## config.mk

```make
export PLATFORM = sky130hd
export DESIGN_NAME = demorgan_check_seq
export DESIGN_NICKNAME = d
export VERILOG_FILES = /design/src/rtl/demorgan_check_seq.sv
export SDC_FILE = /design/constraint.sdc
export NUM_CORES = 1
export LEC_CHECK = 0
export CORE_AREA = 10 10 58 79
export DETAILED_ROUTE_END_ITERATION = 8
export DIE_AREA = 0 0 68 89
export PLACE_DENSITY = 0.6
export SLEW_MARGIN = 10
export SYNTH_ARGS = -nofsm -noshare
export SYNTH_HDL_FRONTEND = slang
export SYNTH_SLANG_ARGS = --single-unit
```

## constraint.sdc

```tcl
create_clock -name clk -period 2.6 [get_ports clk]
set_clock_uncertainty 0.15 [all_clocks]
set_input_delay 0.78 -clock clk [delete_from_list [all_inputs] [get_ports clk]]
set_output_delay 0.78 -clock clk [all_outputs]
set_load 0.05 [all_outputs]
```

## src/rtl/demorgan_check_seq.sv

```systemverilog
// Sequencer and self-check controller for the De Morgan gate blocks.
// Drives the four (A,B) vectors, waits a settle time after each, and grades the gate outputs.
module demorgan_check_seq #(
    parameter int SETTLE_CYCLES = 2,
    parameter int CNT_W         = 4
) (
    input  logic       clk,
    input  logic       rst_n,
    input  logic       start,
    input  logic       abort,
    output logic       drv_a,
    output logic       drv_b,
    input  logic       obs_nanb,
    input  logic       obs_nor,
    input  logic       obs_nanob,
    input  logic       obs_nand,
    output logic       busy,
    output logic       done,
    output logic       pass,
    output logic [2:0] err_count,
    output logic [1:0] fail_vec,
    output logic [1:0] fail_law
);

    typedef enum logic [1:0] {
        IDLE,
        SETTLE,
        CHECK,
        DONE
    } stateType;

    localparam logic [CNT_W-1:0] RELOAD = CNT_W'(SETTLE_CYCLES - 1);
    localparam logic [CNT_W-1:0] ONE    = CNT_W'(1);

    stateType         state, stateNext;
    logic [1:0]       vec, vecNext;
    logic [CNT_W-1:0] cnt, cntNext;
    logic [2:0]       errCount, errNext;
    logic [1:0]       failVec, failVecNext;
    logic [1:0]       failLaw, failLawNext;
    logic             passReg, passNext;

    logic expAnd, expOr, mismatchAnd, mismatchOr;

    // Golden values for the current vector; the gate outputs only matter on the CHECK cycle.
    assign expAnd      = ~vec[1] & ~vec[0];
    assign expOr       = ~(vec[1] & vec[0]);
    assign mismatchAnd = (obs_nanb != expAnd) | (obs_nor != expAnd);
    assign mismatchOr  = (obs_nanob != expOr) | (obs_nand != expOr);

    always_ff @(posedge clk or negedge rst_n) begin
        if (!rst_n) begin
            state    <= IDLE;
            vec      <= 2'b00;
            cnt      <= '0;
            errCount <= 3'd0;
            failVec  <= 2'b00;
            failLaw  <= 2'b00;
            passReg  <= 1'b0;
        end else begin
            state    <= stateNext;
            vec      <= vecNext;
            cnt      <= cntNext;
            errCount <= errNext;
            failVec  <= failVecNext;
            failLaw  <= failLawNext;
            passReg  <= passNext;
        end
    end

    always_comb begin
        stateNext   = state;
        vecNext     = vec;
        cntNext     = cnt;
        errNext     = errCount;
        failVecNext = failVec;
        failLawNext = failLaw;
        passNext    = passReg;

        case (state)
            IDLE: begin
                if (start && !abort) begin
                    stateNext   = SETTLE;
                    vecNext     = 2'b00;
                    cntNext     = RELOAD;
                    errNext     = 3'd0;
                    failVecNext = 2'b00;
                    failLawNext = 2'b00;
                    passNext    = 1'b0;
                end
            end
            SETTLE: begin
                if (abort) begin
                    stateNext = IDLE;
                    vecNext   = 2'b00;
                    passNext  = 1'b0;
                end else if (cnt == '0) begin
                    stateNext = CHECK;
                end else begin
                    cntNext = cnt - ONE;
                end
            end
            CHECK: begin
                if (abort) begin
                    stateNext = IDLE;
                    vecNext   = 2'b00;
                    passNext  = 1'b0;
                end else begin
                    if (mismatchAnd || mismatchOr) begin
                        errNext     = errCount + 3'd1;
                        failLawNext = failLaw | {mismatchOr, mismatchAnd};
                        if (errCount == 3'd0) begin
                            failVecNext = vec;
                        end
                    end
                    // pass is settled on entry to DONE so it is valid alongside the done pulse.
                    if (vec == 2'b11) begin
                        stateNext = DONE;
                        passNext  = (errNext == 3'd0);
                    end else begin
                        stateNext = SETTLE;
                        vecNext   = vec + 2'd1;
                        cntNext   = RELOAD;
                    end
                end
            end
            DONE: begin
                stateNext = IDLE;
                vecNext   = 2'b00;
            end
            default: begin
                stateNext = IDLE;
                vecNext   = 2'b00;
            end
        endcase
    end

    assign drv_a     = vec[1];
    assign drv_b     = vec[0];
    assign busy      = (state == SETTLE) || (state == CHECK);
    assign done      = (state == DONE);
    assign pass      = passReg;
    assign err_count = errCount;
    assign fail_vec  = failVec;
    assign fail_law  = failLaw;

endmodule

```

== Yosys cells after proc, flatten, opt, wreduce, memory -nomap -nowiden ==
Index checks and enable logic that the tools add are counted.
Cells by class
  reductions and logical operators: 17
  add/subtract/negate cells: 3
  mux-type cells: 35
  bitwise operators: 8
  equality and inequality tests: 19
Operators with widths (count)
  2-bit two-way mux: 14
  4-bit two-way mux: 5
  2-bit inequality test (second input constant): 8
  2-bit one-hot mux with 4 select lines: 2
  3-bit two-way mux: 5
  4-bit one-hot mux with 3 select lines: 1
  3-bit inequality test (second input constant): 3
  2-bit one-hot mux with 2 select lines: 2
  4-bit AND reduction: 2
  2-bit equality test (second input constant): 3
  3-bit zero test: 2
  3-bit one-hot mux with 2 select lines: 1
  3-bit AND reduction: 2
  6-bit AND reduction: 1
  5-bit AND reduction: 1
  4-bit zero test: 1
  1-bit two-way mux: 4
  1-bit inequality test: 4
  4-bit by 1-bit subtractor with 4-bit output (second input constant): 1
  3-bit by 1-bit adder with 3-bit output (second input constant): 1
  1-bit NOT: 3
  1-bit one-hot mux with 3 select lines: 1
  3-bit nonzero test: 1
  2-bit by 1-bit adder with 2-bit output (second input constant): 1
  10 further kinds: 13
Storage, ports and cells
  logic and storage cells: 89
  bits in registers: 16
  output and inout port bits: 12
  input port bits: 8

== Logic depth before layout (Yosys ltp) ==
  depth in word-level cells: 12
  depth in mapped cells: 8
  mapped depth without buffers: 7

== Least setup slack after synthesis ==
No wires, ideal clock.
  path type: reg-to-reg
  start point: register vec[0]
  end point: register passReg (netlist: pass)
  library setup time: 95 ps
  clock period less this slack: 2151 ps
  slack: 449 ps
  path buffers: 0
  arrival time: 1905 ps
  data required time: 2355 ps
  cell stages (with the launch flop): 7
  path through: dfrtp_1 > ha_1 > and3b_1 > o22ai_2 > nand2_1 > xnor2_1 > o31ai_1
Between the ends
  word-level cells in the longest chain between the ends: 12
  elaborated cells between the ends (all ways): 21
  those cells by class: 6 x eq/ne; 6 x mux; 6 x bitwise; 3 x reduce/logical
RTL lines
  start: declaration: RTL line 36  | logic [1:0] vec, vecNext;
  start signal: assignment: RTL line 62  | vec <= vecNext;
  1-bit NOT or 1-bit AND (tied branches): RTL line 46, 47
  1-bit AND or 1-bit NOT (tied branches): RTL line 46, 47
  1-bit inequality test (on tied branches): RTL line 48, 49
  1-bit OR (on tied branches): RTL line 48, 49
  1-bit logical OR: RTL line 109  | if (mismatchAnd || mismatchOr) begin
  3-bit two-way mux: RTL line 109
  3-bit two-way mux: RTL line 104  | if (abort) begin
  3-bit two-way mux: RTL line 80  | case (state)
  3-bit zero test: RTL line 119  | passNext = (errNext == 3'd0);
  1-bit two-way mux: RTL line 117  | if (vec == 2'b11) begin
  1-bit two-way mux: RTL line 104
  1-bit one-hot mux with 3 select lines: RTL line 80
  end signal: assignment: RTL line 67  | passReg <= passNext;
  end: declaration: RTL line 41  | logic passReg, passNext;
Parallel ways exist; a longest one is shown, timed or not. The select of a mux whose other input is x is not followed.
A chain may end at the register's enable or synchronous reset.

== Worst setup path after layout ==
  start point: register errCount[0] (netlist: err_count[0])
  end point: output port err_count[0]
RTL lines
  start: declaration: RTL line 38  | logic [2:0] errCount, errNext;
  start signal: assignment: RTL line 64  | errCount <= errNext;
  end: declaration: RTL line 20  | output logic [2:0] err_count,
No word-level cell between the ends.

==> summary.md <==
| Metric | Value |
|---|---|
| Outcome | `complete, no violations` |
| Vias per inst | `4.803` |
| Vias in the first global route | `993` |
| Highest achievable clock rate | `405.4 MHz` |
| DRT Pass-1 Iters | `2` |
| Combinational fraction of design power | `55.0%` |
| Worst-skew pair later-pin latency | `0.25 ns` |
| Worst setup endpoint | `err_count[0]` |
| Largest net degree at the start of global routing | `17` |
| Synth Flop Type | `dfrtp_1` |
| Antenna Nets Post-Route | `0` |
| Synth area leader | `dfrtp_1` |
| Grt ovf | `0` |
| Synth cell types | `34` |
| Worst path top cell family by delay | `buffers and inverters` |
| Lkg Pwr | `0.6296 nW` |
| CTS buffer count | `3` |
| Clock buffer depth | `2` |
| Post-Route Setup TNS | `0 ns` |
| CP peak stage delay | `0.84 ns` |
| Asr flop ratio synth | `100.0%` |
| Critical path required time | `1.67 ns` |
| Port Buffers | `19` |
| Initial antenna violation count | `0` |
| Final slew viol count | `0` |
| Crit. End Element | `primary output` |
| Layout net count | `163` |
| Post-CTS Setup Repair Bufs | `0` |
| Reg power frac | `28.8%` |
| EDFF count, synth | `0` |
| Layout cells sized above 1 | `11.89%` |
| Vias post-DR | `879` |
| #FFs+latches synth | `16` |
| Final Wtd Congestion | `0.8255` |
| Internal power | `0.0007567 W` |
| Worst-case reg-to-reg path depth | `6` |
| Most frequent cells after synthesis | `dfrtp_1 (16), inv_1 (12), ha_1 (11)` |
| Crit-path slowest cell | `clkdlybuf4s50_1` |
| First-pass GRT wire length | `4443 um` |
| Gr usage total | `9.275%` |
| Hold violation count in the final report | `0` |
| Initial DRC count | `18` |
| Pwr/cell area | `988.9 mW/mm^2` |
| Fin crit share | `94.88%` |
| Worst vdd ir | `0.4454 mV` |
| Switching Fraction | `44.76%` |
| Layout fillers | `342` |
| CP startpoint kind | `flop` |
| CP startpoint | `err_count[0]` |
| Worst slew margin | `65.92%` |
| Total number of yosys warnings | `0` |
| Worst hold path type | `reg -> reg` |
| Ant. Diodes | `0` |
| Die width | `68 um` |
| Clock group share of total power | `16.3%` |
| Die area | `0.006052 mm^2` |
| Post-Syn Instances | `118` |
| Syn nets | `137` |
| Ports | `20` |
| Data arrival, critical path | `1.54 ns` |
| H-tree Lvls | `1` |
| Wire per inst | `13.73 um` |
| Critical setup path kind | `reg -> out` |
| CTS tree | `built` |
| Worst-path cell chain | `clkdlybuf4s50_1` |
| Worst reg2reg setup slack | `0.57 ns` |
| Worst-Margin Slew | `0.5096 ns` |
| CP bufs+invs | `1` |
| Post-Syn Area | `0.001071 mm^2` |
| DRC | `0` |
| Total stage count of the critical path | `1` |
| Final setup viols | `0` |
| Synth top area cells | `dfrtp_1 (37%), ha_1 (13%), o21ai_0 (4.2%)` |
| CTS sink cnt | `16` |
| Count leader, synth | `dfrtp_1` |
| Final Util | `42.58%` |
| Post-DP HPWL | `2023 um` |
| Post-CTS Hold Fix Bufs | `0` |
| P_sw | `0.0006131 W` |
| Worst Path Max Fanout | `7` |
| Max_cap viols | `0` |
| Average cell area after synthesis | `9.077 um^2` |
| Vert. Die Dim | `89 um` |
| Row cnt | `25` |
| Min cycle time layout | `2.467 ns` |
| Core Box Area | `0.003253 mm^2` |
| Clock Tree Root | `clkbuf_8` |
| Worst r2r src | `vec[0]` |
| Drt total wl | `2512 um` |
| Synth top area share | `37.38%` |
| Initial core utilization | `32.92%` |
| Worst-path clk slew | `0.07 ns` |
| Seq/Total Area, Yosys | `37.38%` |
| Area growth, synth to finish | `29.32%` |
| Post-CTS sizing | `0` |
| RR Endpoint | `fail_vec[0]` |
| RSZ-0062 raised after global routing | `no` |
area by class of cell:
class / instances / area (um^2) / area share (%)
Inverter: 12 / 45.04 / 3.252
Multi-Input combinational cell: 88 / 609.3 / 43.99
Sequential cell: 16 / 400.4 / 28.91
Tap cell: 40 / 50.05 / 3.613
Timing Repair Buffer: 23 / 225.2 / 16.26
Clock buffer: 4 / 55.05 / 3.975
per-layer routing:
| layer | up-vias | GRT usage, % | part of all wire [%] |
|---|---|---|---|
| li1 | 449 | - | - |
| met3 | 2 | 2.509 | 4.8 |
| met2 | 13 | 16.55 | 52 |
| met1 | 415 | 10.25 | 43 |
| met5 | - | 0 | 0 |
| met4 | 0 | 2.752 | 0.68 |
worst reg2reg max path, cell delays in order (launching register included):
cell      delay [ns]
dfrtp_1         0.45
ha_1            0.32
and3b_1         0.23
o22ai_2         0.30
nand4b_1        0.23
nand3_1         0.13
o21ai_0         0.09
registers in the layout, summed over array words and instances, names as in the netlist:
| name | flops |
|---|---|
| fail_vec | 2 |
| pass | 1 |
| err_count | 3 |
| cnt | 4 |
| vec | 2 |
| state | 2 |
| fail_law | 2 |
metrics by stage:
stage               worst slack (ns)  cells   power, W  hold slack [ns]  instance area [um^2]
global route                 0.06267    183   0.001483           0.4012                  1385
finish                        0.1331    183   0.001370           0.3560                  1385
floorplan                     0.4493    118  0.0009134           0.3344                  1071
global placement              0.1001    179   0.001137           0.3375                  1330
CTS                           0.1137    183   0.001389           0.3650                  1385
detailed placement           0.01684    179   0.001157           0.3443                  1330
cells in the final DEF (no fill, tap or decap):
master / netlist / routed
and3_1: 1 / 1
a31oi_1: 1 / 1
nand3_1: 4 / 4
o21a_1: 1 / 1
o31ai_1: 2 / 2
and2_4: 1 / 1
o21ai_0: 9 / 9
inv_1: 12 / 12
or2b_1: 1 / 1
nor2_1: 8 / 8
a21oi_1: 7 / 7
and2b_1: 3 / 3
xnor2_1: 2 / 2
nand2b_1: 5 / 5
a211oi_4: 1 / 1
a21oi_2: 1 / 1
o22ai_2: 1 / 1
o211ai_1: 1 / 1
a21o_1: 2 / 2
and2_1: 1 / 1
buf_12: 0 / 1
clkdlybuf4s50_1: 0 / 16
nand4b_1: 1 / 1
and3b_1: 1 / 1
a211oi_2: 1 / 1
ha_1: 11 / 11
nor3b_1: 1 / 1
nand4_1: 1 / 1
dfrtp_1: 16 / 16
nor3b_2: 1 / 1
clkbuf_8: 0 / 4
xor2_1: 2 / 2
nor3_1: 5 / 5
nand2_1: 10 / 10
buf_4: 0 / 6
or3_1: 2 / 2
worst min path at each step:
stage / from / end / cells after the start
finish: fail_vec[1] / fail_vec[1] / 2
global route: pass / pass / 2
CTS: pass / pass / 2
detailed placement: pass / pass / 2
global placement: pass / pass / 2
floorplan: rst_n / cnt[0] / 0
logic make-up (layout without fill, tap and decap cells):
family / after synthesis / in the layout / share of synthesized area (%)
compound gates: 27 / 27 / 17.29
xor+xnor: 4 / 4 / 3.272
fa+ha+maj: 11 / 11 / 12.85
buf+inv: 14 / 39 / 5.723
flops: 16 / 16 / 37.38
simple gates: 46 / 46 / 23.48
power groups by stage:
stage          Sequential, W  Combinational [W]  Clock, W
2_1_floorplan       0.000495           0.000418         0
3_3_place_gp        0.000396           0.000741         0
3_5_place_dp        0.000399           0.000758         0
4_1_cts             0.000395           0.000762  0.000232
5_1_grt             0.000407           0.000836  0.000239
6_report            0.000394           0.000753  0.000223
Note: power is estimated with default switching activity, not from simulation.
